`config.mk`:
```
export PLATFORM = sky130hd
export DESIGN_NAME = nb_scan_sequencer
export DESIGN_NICKNAME = d
export VERILOG_FILES = /design/src/rtl/nb_scan_sequencer.sv
export SDC_FILE = /design/constraint.sdc
export NUM_CORES = 1
export LEC_CHECK = 0
export BUFFER_PORTS_ARGS = -buffer_cell sky130_fd_sc_hd__buf_4
export CAP_MARGIN = 10
export CELL_PAD_IN_SITES_DETAIL_PLACEMENT = 0
export CELL_PAD_IN_SITES_GLOBAL_PLACEMENT = 2
export CORE_UTILIZATION = 36
export CTS_BUF_LIST = sky130_fd_sc_hd__clkbuf_4
export DETAILED_ROUTE_END_ITERATION = 12
export PLACE_DENSITY = 0.89
export SYNTH_ARGS = -nofsm -noshare
export SYNTH_HDL_FRONTEND = slang
export SYNTH_SLANG_ARGS = --single-unit
```
`constraint.sdc`:
```
create_clock -name CLK -period 9.2 [get_ports CLK]
set_input_delay 0.46 -clock CLK [delete_from_list [all_inputs] [get_ports CLK]]
set_output_delay 0.46 -clock CLK [all_outputs]
set_load 0.05 [all_outputs]
```
`src/rtl/nb_scan_sequencer.sv`:
```
// Scan sequencer for the narrowband wake-up DSP: walks the enabled LUT templates,
// strobes the coefficient reload, runs the FFT and latches wake-up / timeout events.
module nb_scan_sequencer #(
    parameter int NUM_TEMPLATES = 12,
    parameter int SEL_W         = 4,
    parameter int TIMEOUT_W     = 16,
    parameter int PERIOD_W      = 20
) (
    input  logic                     CLK,
    input  logic                     RESET,
    input  logic                     ENABLE,
    input  logic [NUM_TEMPLATES-1:0] TEMPLATE_MASK,
    input  logic [7:0]               SETTLE,
    input  logic [TIMEOUT_W-1:0]     TIMEOUT,
    input  logic [PERIOD_W-1:0]      SCAN_PERIOD,
    input  logic                     DATA_READY,
    input  logic                     WAKEUP,
    input  logic                     IRQ_CLR,
    output logic [SEL_W-1:0]         R_SEL,
    output logic                     READ,
    output logic                     FFT_RUN,
    output logic                     WAKE_IRQ,
    output logic [SEL_W-1:0]         MATCH_IDX,
    output logic                     TIMEOUT_ERR,
    output logic                     BUSY,
    output logic [15:0]              SCAN_COUNT
);

    typedef enum logic [2:0] {
        S_IDLE,
        S_LOAD,
        S_SETTLE,
        S_RUN,
        S_NEXT,
        S_WAIT_PERIOD
    } state_t;

    state_t                   state, next_state;
    logic [NUM_TEMPLATES-1:0] shadow_mask;
    logic [SEL_W-1:0]         idx, next_idx;
    logic [SEL_W-1:0]         lowest_idx, above_idx;
    logic                     next_found;
    logic [7:0]               settle_cnt;
    logic [TIMEOUT_W-1:0]     run_timer;
    logic [PERIOD_W-1:0]      period_cnt;
    logic [15:0]              scan_cnt;
    logic                     start, match, timed_out, scan_done;
    logic                     read_d, fft_run_d, busy_d;

    assign R_SEL      = idx;
    assign SCAN_COUNT = scan_cnt;

    // Priority encoders: first template of a new scan, and next template above idx.
    always_comb begin
        lowest_idx = '0;
        above_idx  = '0;
        next_found = 1'b0;
        for (int i = NUM_TEMPLATES - 1; i >= 0; i--) begin
            if (TEMPLATE_MASK[i]) lowest_idx = SEL_W'(i);
            if (shadow_mask[i] && (i > int'(idx))) begin
                above_idx  = SEL_W'(i);
                next_found = 1'b1;
            end
        end
    end

    assign start     = ENABLE && !WAKE_IRQ && (TEMPLATE_MASK != '0);
    assign match     = (state == S_RUN) && ENABLE && DATA_READY && WAKEUP;
    assign timed_out = (state == S_RUN) && ENABLE && !DATA_READY && (TIMEOUT != '0)
                       && (run_timer == TIMEOUT - TIMEOUT_W'(1));
    assign scan_done = (state == S_NEXT) && ENABLE && !next_found;

    always_ff @(posedge CLK) begin
        if (RESET) state <= S_IDLE;
        else       state <= next_state;
    end

    always_comb begin
        next_state = state;
        next_idx   = idx;
        if ((state != S_IDLE) && !ENABLE) begin
            next_state = S_IDLE;
        end else begin
            case (state)
                S_IDLE: begin
                    if (start) begin
                        next_state = S_LOAD;
                        next_idx   = lowest_idx;
                    end
                end
                S_LOAD:   next_state = (SETTLE == 8'd0) ? S_RUN : S_SETTLE;
                S_SETTLE: if (settle_cnt == 8'd1) next_state = S_RUN;
                S_RUN: begin
                    if (DATA_READY && WAKEUP)
                        next_state = (SCAN_PERIOD == '0) ? S_IDLE : S_WAIT_PERIOD;
                    else if (DATA_READY || timed_out)
                        next_state = S_NEXT;
                end
                S_NEXT: begin
                    if (next_found) begin
                        next_state = S_LOAD;
                        next_idx   = above_idx;
                    end else begin
                        next_state = (SCAN_PERIOD == '0) ? S_IDLE : S_WAIT_PERIOD;
                    end
                end
                S_WAIT_PERIOD: if (period_cnt == PERIOD_W'(1)) next_state = S_IDLE;
                default:  next_state = S_IDLE;
            endcase
        end
    end

    // Strobes are decoded from the upcoming state so they register in step with it.
    always_comb begin
        read_d    = (next_state == S_LOAD);
        fft_run_d = (next_state == S_RUN);
        busy_d    = (next_state != S_IDLE);
    end

    always_ff @(posedge CLK) begin
        if (RESET) begin
            idx         <= '0;
            shadow_mask <= '0;
            settle_cnt  <= '0;
            run_timer   <= '0;
            period_cnt  <= '0;
        end else begin
            idx <= next_idx;
            if ((state == S_IDLE) && (next_state == S_LOAD)) shadow_mask <= TEMPLATE_MASK;
            if (state == S_LOAD)        settle_cnt <= SETTLE;
            else if (state == S_SETTLE) settle_cnt <= settle_cnt - 8'd1;
            if (state == S_RUN) run_timer <= run_timer + TIMEOUT_W'(1);
            else                run_timer <= '0;
            if ((next_state == S_WAIT_PERIOD) && (state != S_WAIT_PERIOD))
                period_cnt <= SCAN_PERIOD;
            else if (state == S_WAIT_PERIOD)
                period_cnt <= period_cnt - PERIOD_W'(1);
        end
    end

    // Sticky flags: a same-cycle set beats IRQ_CLR.
    always_ff @(posedge CLK) begin
        if (RESET) begin
            READ        <= 1'b0;
            FFT_RUN     <= 1'b0;
            BUSY        <= 1'b0;
            WAKE_IRQ    <= 1'b0;
            MATCH_IDX   <= '0;
            TIMEOUT_ERR <= 1'b0;
            scan_cnt    <= '0;
        end else begin
            READ    <= read_d;
            FFT_RUN <= fft_run_d;
            BUSY    <= busy_d;
            if (match) begin
                WAKE_IRQ  <= 1'b1;
                MATCH_IDX <= idx;
            end else if (IRQ_CLR) begin
                WAKE_IRQ <= 1'b0;
            end
            if (timed_out)    TIMEOUT_ERR <= 1'b1;
            else if (IRQ_CLR) TIMEOUT_ERR <= 1'b0;
            if (scan_done && (scan_cnt != 16'hFFFF)) scan_cnt <= scan_cnt + 16'd1;
        end
    end

endmodule

```
==> results of run 1 <==
-- per-layer routing --
layer | vias up | wire length (um) | track usage, %
met2 | 111 | 6204 | 30.93
met3 | 15 | 711 | 4.009
met5 | - | 0 | 0
met1 | 2301 | 6478 | 24.48
li1 | 2494 | - | -
met4 | 0 | 160 | 5.556
-- state kept, by name, summed over array words and instances (netlist names), 3 cells and up --
signal / cells
period_cnt: 20
SCAN_COUNT: 16
run_timer: 16
shadow_mask: 11
settle_cnt: 8
MATCH_IDX: 4
R_SEL: 4
state: 3
-- critical path, delay by kind of cell (launching register included) --
family,cells,cell delay (ns)
AOI/OAI and AO/OA,5,1.10
and+or+nand+nor,4,2.00
DFF,1,0.60
-- power breakdown --
| part | switching, W | internal, W |
|---|---|---|
| logic | 0.0000767 | 0.0000560 |
| registers | 0.0000154 | 0.000387 |
| clock network | 0.000148 | 0.000113 |
-- synth_stat cells (3+ instances only) --
cell,count
xor2_1,20
nand4_1,7
o21a_1,3
o31ai_1,6
nor3b_1,4
o22ai_1,3
nor2_1,79
and4_1,4
o211ai_1,6
or4_1,8
a31oi_1,12
nor3_1,26
nor4_1,17
or2_2,3
nor2b_1,9
or3b_2,3
a21o_1,3
mux2i_1,7
or3_1,14
a22oi_1,9
a211oi_1,12
buf_6,4
xnor2_1,27
inv_1,28
nand2b_1,4
o21bai_1,5
clkbuf_1,19
dfxtp_1,87
ha_1,7
nand3_1,37
o21ai_0,26
a21oi_1,52
and3_1,8
nand2_1,37
-- worst max path at each step --
stage                from        endpoint  slack [ns]
6_report         state[1]   period_cnt[9]        5.43
5_1_grt          state[1]   period_cnt[9]        5.05
4_1_cts          state[1]   period_cnt[9]        5.46
3_5_place_dp   TIMEOUT[2]   period_cnt[9]        5.39
3_3_place_gp   TIMEOUT[1]   period_cnt[9]        5.47
2_1_floorplan  TIMEOUT[1]  period_cnt[14]        5.97
-- cell type report --
cell class | instances | share of cell area, %
antenna | 2 | 0.08352
clock buffer | 9 | 1.128
clock inverter | 7 | 1.712
inverter | 28 | 1.754
multi-input combinational | 498 | 51.10
sequential | 87 | 29.07
tap | 180 | 3.759
timing repair buffer | 91 | 11.40
-- metrics by stage --
stage               cells  area, um2
CTS                   900       5987
detailed placement    884       5817
global placement      884       5817
floorplan             642       5076
finish                902       5992
global route          902       5992
-- kinds of logic after synthesis --
| family | share of synthesized area (%) |
|---|---|
| simple gates | 28.81 |
| compound gates | 20.29 |
| flops | 34.31 |
| buf+inv | 5.373 |
| xor+xnor | 8.110 |
| mux | 1.380 |
| fa+ha+maj | 1.725 |
==> metrics.log, run 1 <==
INFO  metric hold_viol_final = 0
INFO  metric worst_r2r_endpoint = period_cnt[9]
INFO  metric synth_area = 5076 um2
INFO  metric worst_slew_pin_slew = 0.7816 ns
INFO  metric whs_endpoint = settle_cnt[3]
INFO  metric timing.setup.tns = 0 ns
INFO  metric rrSetupSlack = 5.43 ns
INFO  metric final_antenna_net_count = 0
INFO  metric fin_hold_ws = 0.2413 ns
INFO  metric detail_route.vias_per_cell = approximately 5.5
INFO  metric cp_cell_sequence = nor4bb_1 > nand4_1 > a21oi_1 > o2111ai_1 > or4b_1 > a21oi_2 > nand3_2 > o22a_1 > a21oi_1
INFO  metric finalSetupViolations = 0
INFO  metric fin_crit_sh = 41.00%
INFO  metric setup_repair_after_global_routing_missed_its_margin = no
INFO  metric root_buffer = clkbuf_4
INFO  metric slowest_stage_cell_cp = nor4bb_1
INFO  metric min-delay-start = SETTLE[3]
INFO  metric rr_startpoint = state[1]
INFO  metric fp.dieArea = 14580 um2
INFO  metric first_iter_violations = around 320
INFO  metric pre_cts_slack = 5.386 ns
INFO  metric detailed_place_hpwl = 10.00 mm
INFO  metric commonest_non_fill_non_tap_cells_in_the_layout = buf_4, dfxtp_1, nor2_1, a21oi_1
INFO  metric final_max_slew_viol_count = 0
INFO  metric initial_utilization = 36.71%
INFO  metric postSynthRegisterBits = 87
INFO  metric tritoncts = built
INFO  metric synth_enable_flop_cells = 0
INFO  metric fillerInstances = 1426
INFO  metric storage_cell_area = 1742 um2
INFO  metric worstRegToRegCells = 9
INFO  metric hold_path_depth = 3
INFO  metric yosys_warnings = 0
INFO  metric core = 13830 um2
INFO  metric htree_levels = 3
INFO  metric timing.clock.skew = 0.02403 ns
INFO  metric cp_max_fo = 28
INFO  metric critPathMaxStageDelay = 0.68 ns
INFO  metric worstSetupPathType = reg -> reg
INFO  metric syn_nets = 711
INFO  metric cts-resized-gates = 0
INFO  metric io_pins = 91
INFO  metric place.gp.congestion = between 0.8 and 0.9
INFO  metric drt_pre_antenna_iters = 4
INFO  metric netlist.area_leader.share = 34.31%
INFO  metric mean_cell_area_of_the_mapped_netlist = between 7 and 8 um2
INFO  metric clock_path_buffers = 2
INFO  metric flow.area_growth_from_synthesis = 18.04%
INFO  metric clock_sinks = 87
INFO  metric arrival = about 4.2 ns
INFO  metric post_synth_main_area_contributors = dfxtp_1, nor2_1, a21oi_1, xnor2_1, nand3_1
INFO  metric multi_input_comb_area = 3062 um2
INFO  metric port-buffer-count = 90
INFO  metric cts_hold_buffers = 0
INFO  metric grt_use_total = around a fifth
INFO  metric critical_path.startpoint_type = flop
INFO  metric power_leakage = 2.217 nW
INFO  metric hold_class = in -> reg
INFO  metric synthArstFlopShare = 0%
INFO  metric synth.lib_cells_used.distinct = 72
INFO  metric mostFrequentLayoutCell = buf_4
INFO  metric period_needed = between 3 and 4 ns
INFO  metric rows = 43
INFO  metric totalPowerFinal = 0.0007968 W
INFO  metric cp-end-kind = flop
INFO  metric cts_made_buffers = 9
INFO  metric worst_path_most_repeated_cell = a21oi_1
INFO  metric synth.yosys.seq_area_share = roughly 34%
INFO  metric grt_antenna_before_repair = 1
INFO  metric pwr_density_cell = between 100 and 150 nW/um2
INFO  metric path_clk_slew = 0.14 ns
INFO  metric die_span_in_x = 120.7 um
INFO  metric final_util = 43.34%
INFO  metric slew_headroom = a little under half
INFO  metric maxCapViolCount = 0
INFO  metric max_freq = about 270 MHz
INFO  metric run_status = finished clean
INFO  metric grt-ovfl-total = 0
INFO  metric detail_route.drc_violations = 0
INFO  metric layout-drive-gt1-share = between 10% and 20%
INFO  metric route.final.wire_length = 13.55 mm
INFO  metric pin_count_of_the_biggest_net_entering_global_routing = 72
INFO  metric total_via_count_after_detailed_routing = 4921
INFO  metric yosysTopAreaCell = dfxtp_1
INFO  metric grt_first_pass_wirelength = 21.85 mm
INFO  metric nets = 784
INFO  metric clk-insertion-delay-late = 0.48 ns
INFO  metric cts_post_setup_buffers_inserted = 0
INFO  metric postSynthCellCount = 642
INFO  metric vias_in_the_first_global_route = 4538
INFO  metric avgRoutedWirePerCell = 15.03 um
INFO  metric chipHeight = 120.7 um
INFO  metric synthFlopType = dfxtp_1
INFO  metric maximum_vdd_drop = 0.06698 mV
INFO  metric worstPathRequired = ~9.6 ns
INFO  metric setup_slack = 5.428 ns
No activity file was read; power rests on OpenSTA's default activity.
==> inputs of run 2 (changes only) <==
ABC_AREA = 1   (was not set)
CORE_UTILIZATION = 28   (was 36)
PLACE_DENSITY = 0.8   (was 0.89)
clock period = 3.47 ns   (was 9.2 ns; I/O delays follow)
==> run 2 against run 1 <==
Net effect:
- area after synthesis is 8.6% higher
- fmax is 44% higher
- worst hold slack worse by 0.19 ns
- critical path depth is 4 higher
- non-clock buffer count is 39 higher
- synthesized cell count is 35% higher
- critical endpoint is now period_cnt[19]
- largest cell class unchanged
==> metrics.log, run 2 <==
INFO  metric vias_in_the_first_global_route = 5312 (+17%)
INFO  metric clock_sinks = 87 (unchanged)
INFO  metric synth.lib_cells_used.distinct = 51 (-29%)
INFO  metric htree_levels = 3 (unchanged)
INFO  metric worst_slew_pin_slew = 0.5826 ns (-0.1990 ns)
INFO  metric net-switching-power = 0.0007418 W (+210%)
INFO  metric fin_crit_sh = 75.31% (+34 points)
INFO  metric fp.dieArea = 20260 um2 (+39%)
INFO  metric synth_enable_flop_cells = 0 (unchanged)
INFO  metric pwr_density_cell = 310.3 nW/um2 (+130%)
INFO  metric first_iter_violations = 279 (-12%)
INFO  metric route.final.wire_length = 16.02 mm (+18%)
INFO  metric root_buffer = clkbuf_4
INFO  metric run_status = finished clean
INFO  metric detail_route.drc_violations = 0 (unchanged)
INFO  metric worstSetupPathType = reg -> reg
INFO  metric critical_path.startpoint_type = flop
INFO  metric port-buffer-count = 90 (unchanged)
INFO  metric tritoncts = built
INFO  metric cts_made_buffers = 9 (unchanged)
INFO  metric drt_pre_antenna_iters = 4 (unchanged)
INFO  metric critical_path_source = R_SEL[0]
INFO  metric rr_startpoint = R_SEL[0]
INFO  metric netlist.area_leader.share = 31.59% (-2.7 points)
INFO  metric hold_viol_final = 0 (unchanged)
INFO  metric chipHeight = 142.3 um (+18%)
INFO  metric postSynthRegisterBits = 87 (unchanged)
INFO  metric core = 19020 um2 (+38%)
INFO  metric final_max_slew_viol_count = 0 (unchanged)
INFO  metric syn_nets = 936 (+32%)
INFO  metric mean_cell_area_of_the_mapped_netlist = 6.360 um2 (-20%)
INFO  metric postSynthCellCount = 867 (+35%)
INFO  metric synthFlopType = dfxtp_1
INFO  metric detailed_place.area = 6462 um2 (+11%)
INFO  metric total_via_count_after_detailed_routing = 5665 (+15%)
INFO  metric totalPowerFinal = 0.002154 W (+170%)
INFO  metric cts_hold_buffers = 36 (+36)
INFO  metric detail_route.vias_per_cell = 4.503 (-17%)
INFO  metric largest_register = period_cnt
INFO  metric timing.clock.skew = 0.02739 ns (+0.003358 ns)
INFO  metric synthTopCellsByCount = nand2_1, nor2_1, inv_1
INFO  metric post_synth_main_area_contributors = dfxtp_1, nand2_1, nor2_1, inv_1, a21oi_1
INFO  metric cp_max_fo = 11 (-61%)
INFO  metric power_leakage = 3.087 nW (+39%)
INFO  metric maxCapViolCount = 0 (unchanged)
INFO  metric detailed_place_hpwl = 12.28 mm (+23%)
INFO  metric flow.area_growth_from_synthesis = 25.91%
INFO  metric worstRegToRegCells = 13 (+4)
INFO  metric hold_class = in -> reg
INFO  metric io_pins = 91 (unchanged)
INFO  metric yosys_warnings = 0 (unchanged)
INFO  metric commonest_non_fill_non_tap_cells_in_the_layout = nand2_1, nor2_1, inv_1, buf_4, dfxtp_1
INFO  metric pin_count_of_the_biggest_net_entering_global_routing = 47 (-35%)
INFO  metric final_antenna_net_count = 0 (unchanged)
INFO  metric grt_antenna_before_repair = 1 (unchanged)
INFO  metric worst_r2r_endpoint = period_cnt[19]
INFO  metric rows = 50 (+16%)
INFO  metric nets = 1061 (+35%)
INFO  metric slew_headroom = 60.80% (+14 points)
INFO  metric power.combinational.fraction = 25.1% (+8.4 points)
INFO  metric clock_power_share = 24.7% (-8.1 points)
INFO  metric maximum_vdd_drop = 0.1537 mV (+130%)
INFO  metric cp-end-kind = flop
INFO  metric timing.setup.tns = 0 ns (unchanged)
INFO  metric fillerInstances = 2135 (+50%)
INFO  metric grt-ovfl-total = 0 (unchanged)
INFO  metric initial_utilization = 28.99% (-7.7 points)
INFO  metric rrSetupSlack = 0.86 ns (-4.57 ns)
INFO  metric finalSetupViolations = 0 (unchanged)
INFO  metric cellInternalPower = 0.001413 W (+150%)
INFO  metric avgRoutedWirePerCell = 12.73 um (-15%)
INFO  metric postLayoutCellArea = 6943 um2 (+16%)
INFO  metric period_needed = 2.613 ns (-1.159 ns)
INFO  metric mostFrequentLayoutCell = nand2_1
INFO  metric place.gp.congestion = 0.7853 (-6.5%)
INFO  metric storage_cell_area = 1742 um2 (unchanged)
INFO  metric sequentialPowerShare = 50.2% (-0.3 points)
INFO  metric final_util = 36.51% (-6.8 points)
INFO  metric max_freq = 382.7 MHz (+44%)
INFO  metric multi_input_comb_area = 3194 um2 (+4.3%)
INFO  metric clk-insertion-delay-late = 0.47 ns (about the same)
INFO  metric worstPathRequired = 3.87 ns (-5.73 ns)
INFO  metric setup_repair_after_global_routing_missed_its_margin = no
INFO  metric grt_use_total = 16.55% (-2.2 points)
INFO  metric cts-resized-gates = 0 (unchanged)
INFO  metric synth_area = 5514 um2 (+8.6%)
INFO  metric layout-drive-gt1-share = 15.96% (-1.7 points)
INFO  metric swShare = 34.43% (+4.3 points)
INFO  metric die_span_in_x = 142.3 um (+18%)
INFO  metric cts_post_setup_buffers_inserted = 0 (unchanged)
INFO  metric grt_first_pass_wirelength = 26.40 mm (+21%)
INFO  metric cp-endpoint = period_cnt[19]
INFO  metric dominant_cell_by_count_in_the_synthesized_netlist = nand2_1
INFO  metric path_clk_slew = 0.16 ns (+0.02 ns)
INFO  metric arrival = 3.01 ns (-1.17 ns)
INFO  metric synth.yosys.seq_area_share = 31.59% (-2.7 points)
INFO  metric synthArstFlopShare = 0% (unchanged)
INFO  metric yosysTopAreaCell = dfxtp_1
INFO  metric largest_register_ffs = 20 (unchanged)
INFO  metric clock_path_buffers = 2 (unchanged)
run 2: critical path, cell delays in order, from the launching register on:
cell and delay [ns]:
dfxtp_1 0.49, nand2_1 0.14, o211ai_1 0.29, nand3_1 0.19, nor2_4 0.14, nand3_1 0.11, o21a_1 0.22, a21oi_4 0.21
nand3_2 0.26, inv_2 0.24, nand2_1 0.07, nand3_1 0.06, nand2_1 0.05, inv_1 0.06
run 2: per-layer routing:
metal,track usage (%),share of wire (%),up-vias
met1,21.49,49,2488
met5,0,0,-
met2,28.04,46,103
met4,4.527,1.1,0
met3,2.860,3.3,12
li1,-,-,3062
run 2: worst min path at each step:
stage | start | endpoint | slack [ns] | cells after the start
floorplan | SCAN_PERIOD[10] | period_cnt[10] | 0.31 | 2
global placement | SCAN_PERIOD[2] | period_cnt[2] | 0.44 | 3
detailed placement | SCAN_PERIOD[11] | period_cnt[11] | 0.44 | 3
CTS | SCAN_PERIOD[7] | period_cnt[7] | 0.0008 | 3
global route | SCAN_PERIOD[7] | period_cnt[7] | 0.03 | 3
finish | TEMPLATE_MASK[8] | shadow_mask[8] | 0.05 | 3
run 2: power by group through the flow:
stage / registers [W] / logic, W / clock network (W)
after floorplan: 0.00112 / 0.000315 / 0
after global placement: 0.00110 / 0.000518 / 0
after detailed placement: 0.00110 / 0.000512 / 0
after CTS: 0.00108 / 0.000546 / 0.000570
after global routing: 0.00109 / 0.000609 / 0.000607
final: 0.00108 / 0.000540 / 0.000533
run 2: layout make-up:
class	count	area share, %
clock inverters	6	0.6848
flip-flops and latches	87	25.09
clock buffers	9	0.9731
inverters	132	7.136
repair buffers	130	15.35
well taps	260	4.686
multi-input cells	632	46.01
diodes	2	0.07209
run 2: cells by family after synthesis:
logic type | Yosys count | synth area share (%)
AOI/OAI and AO/OA | 160 | 16.13
xor gates and xnor gates | 21 | 3.336
adders and majority gates | 7 | 1.588
buffers and inverters | 148 | 10.57
DFF | 87 | 31.59
and+or+nand+nor | 444 | 36.78
run 2: stage by stage:
step / hold slack, ns / cells / worst slack, ns
2_1_floorplan: 0.3084 / 867 / 1.001
3_3_place_gp: 0.4428 / 1205 / 0.8481
3_5_place_dp: 0.4369 / 1205 / 0.7755
4_1_cts: 0.0007942 / 1256 / 0.8150
5_1_grt: 0.03165 / 1258 / 0.5521
6_report: 0.04871 / 1258 / 0.8568
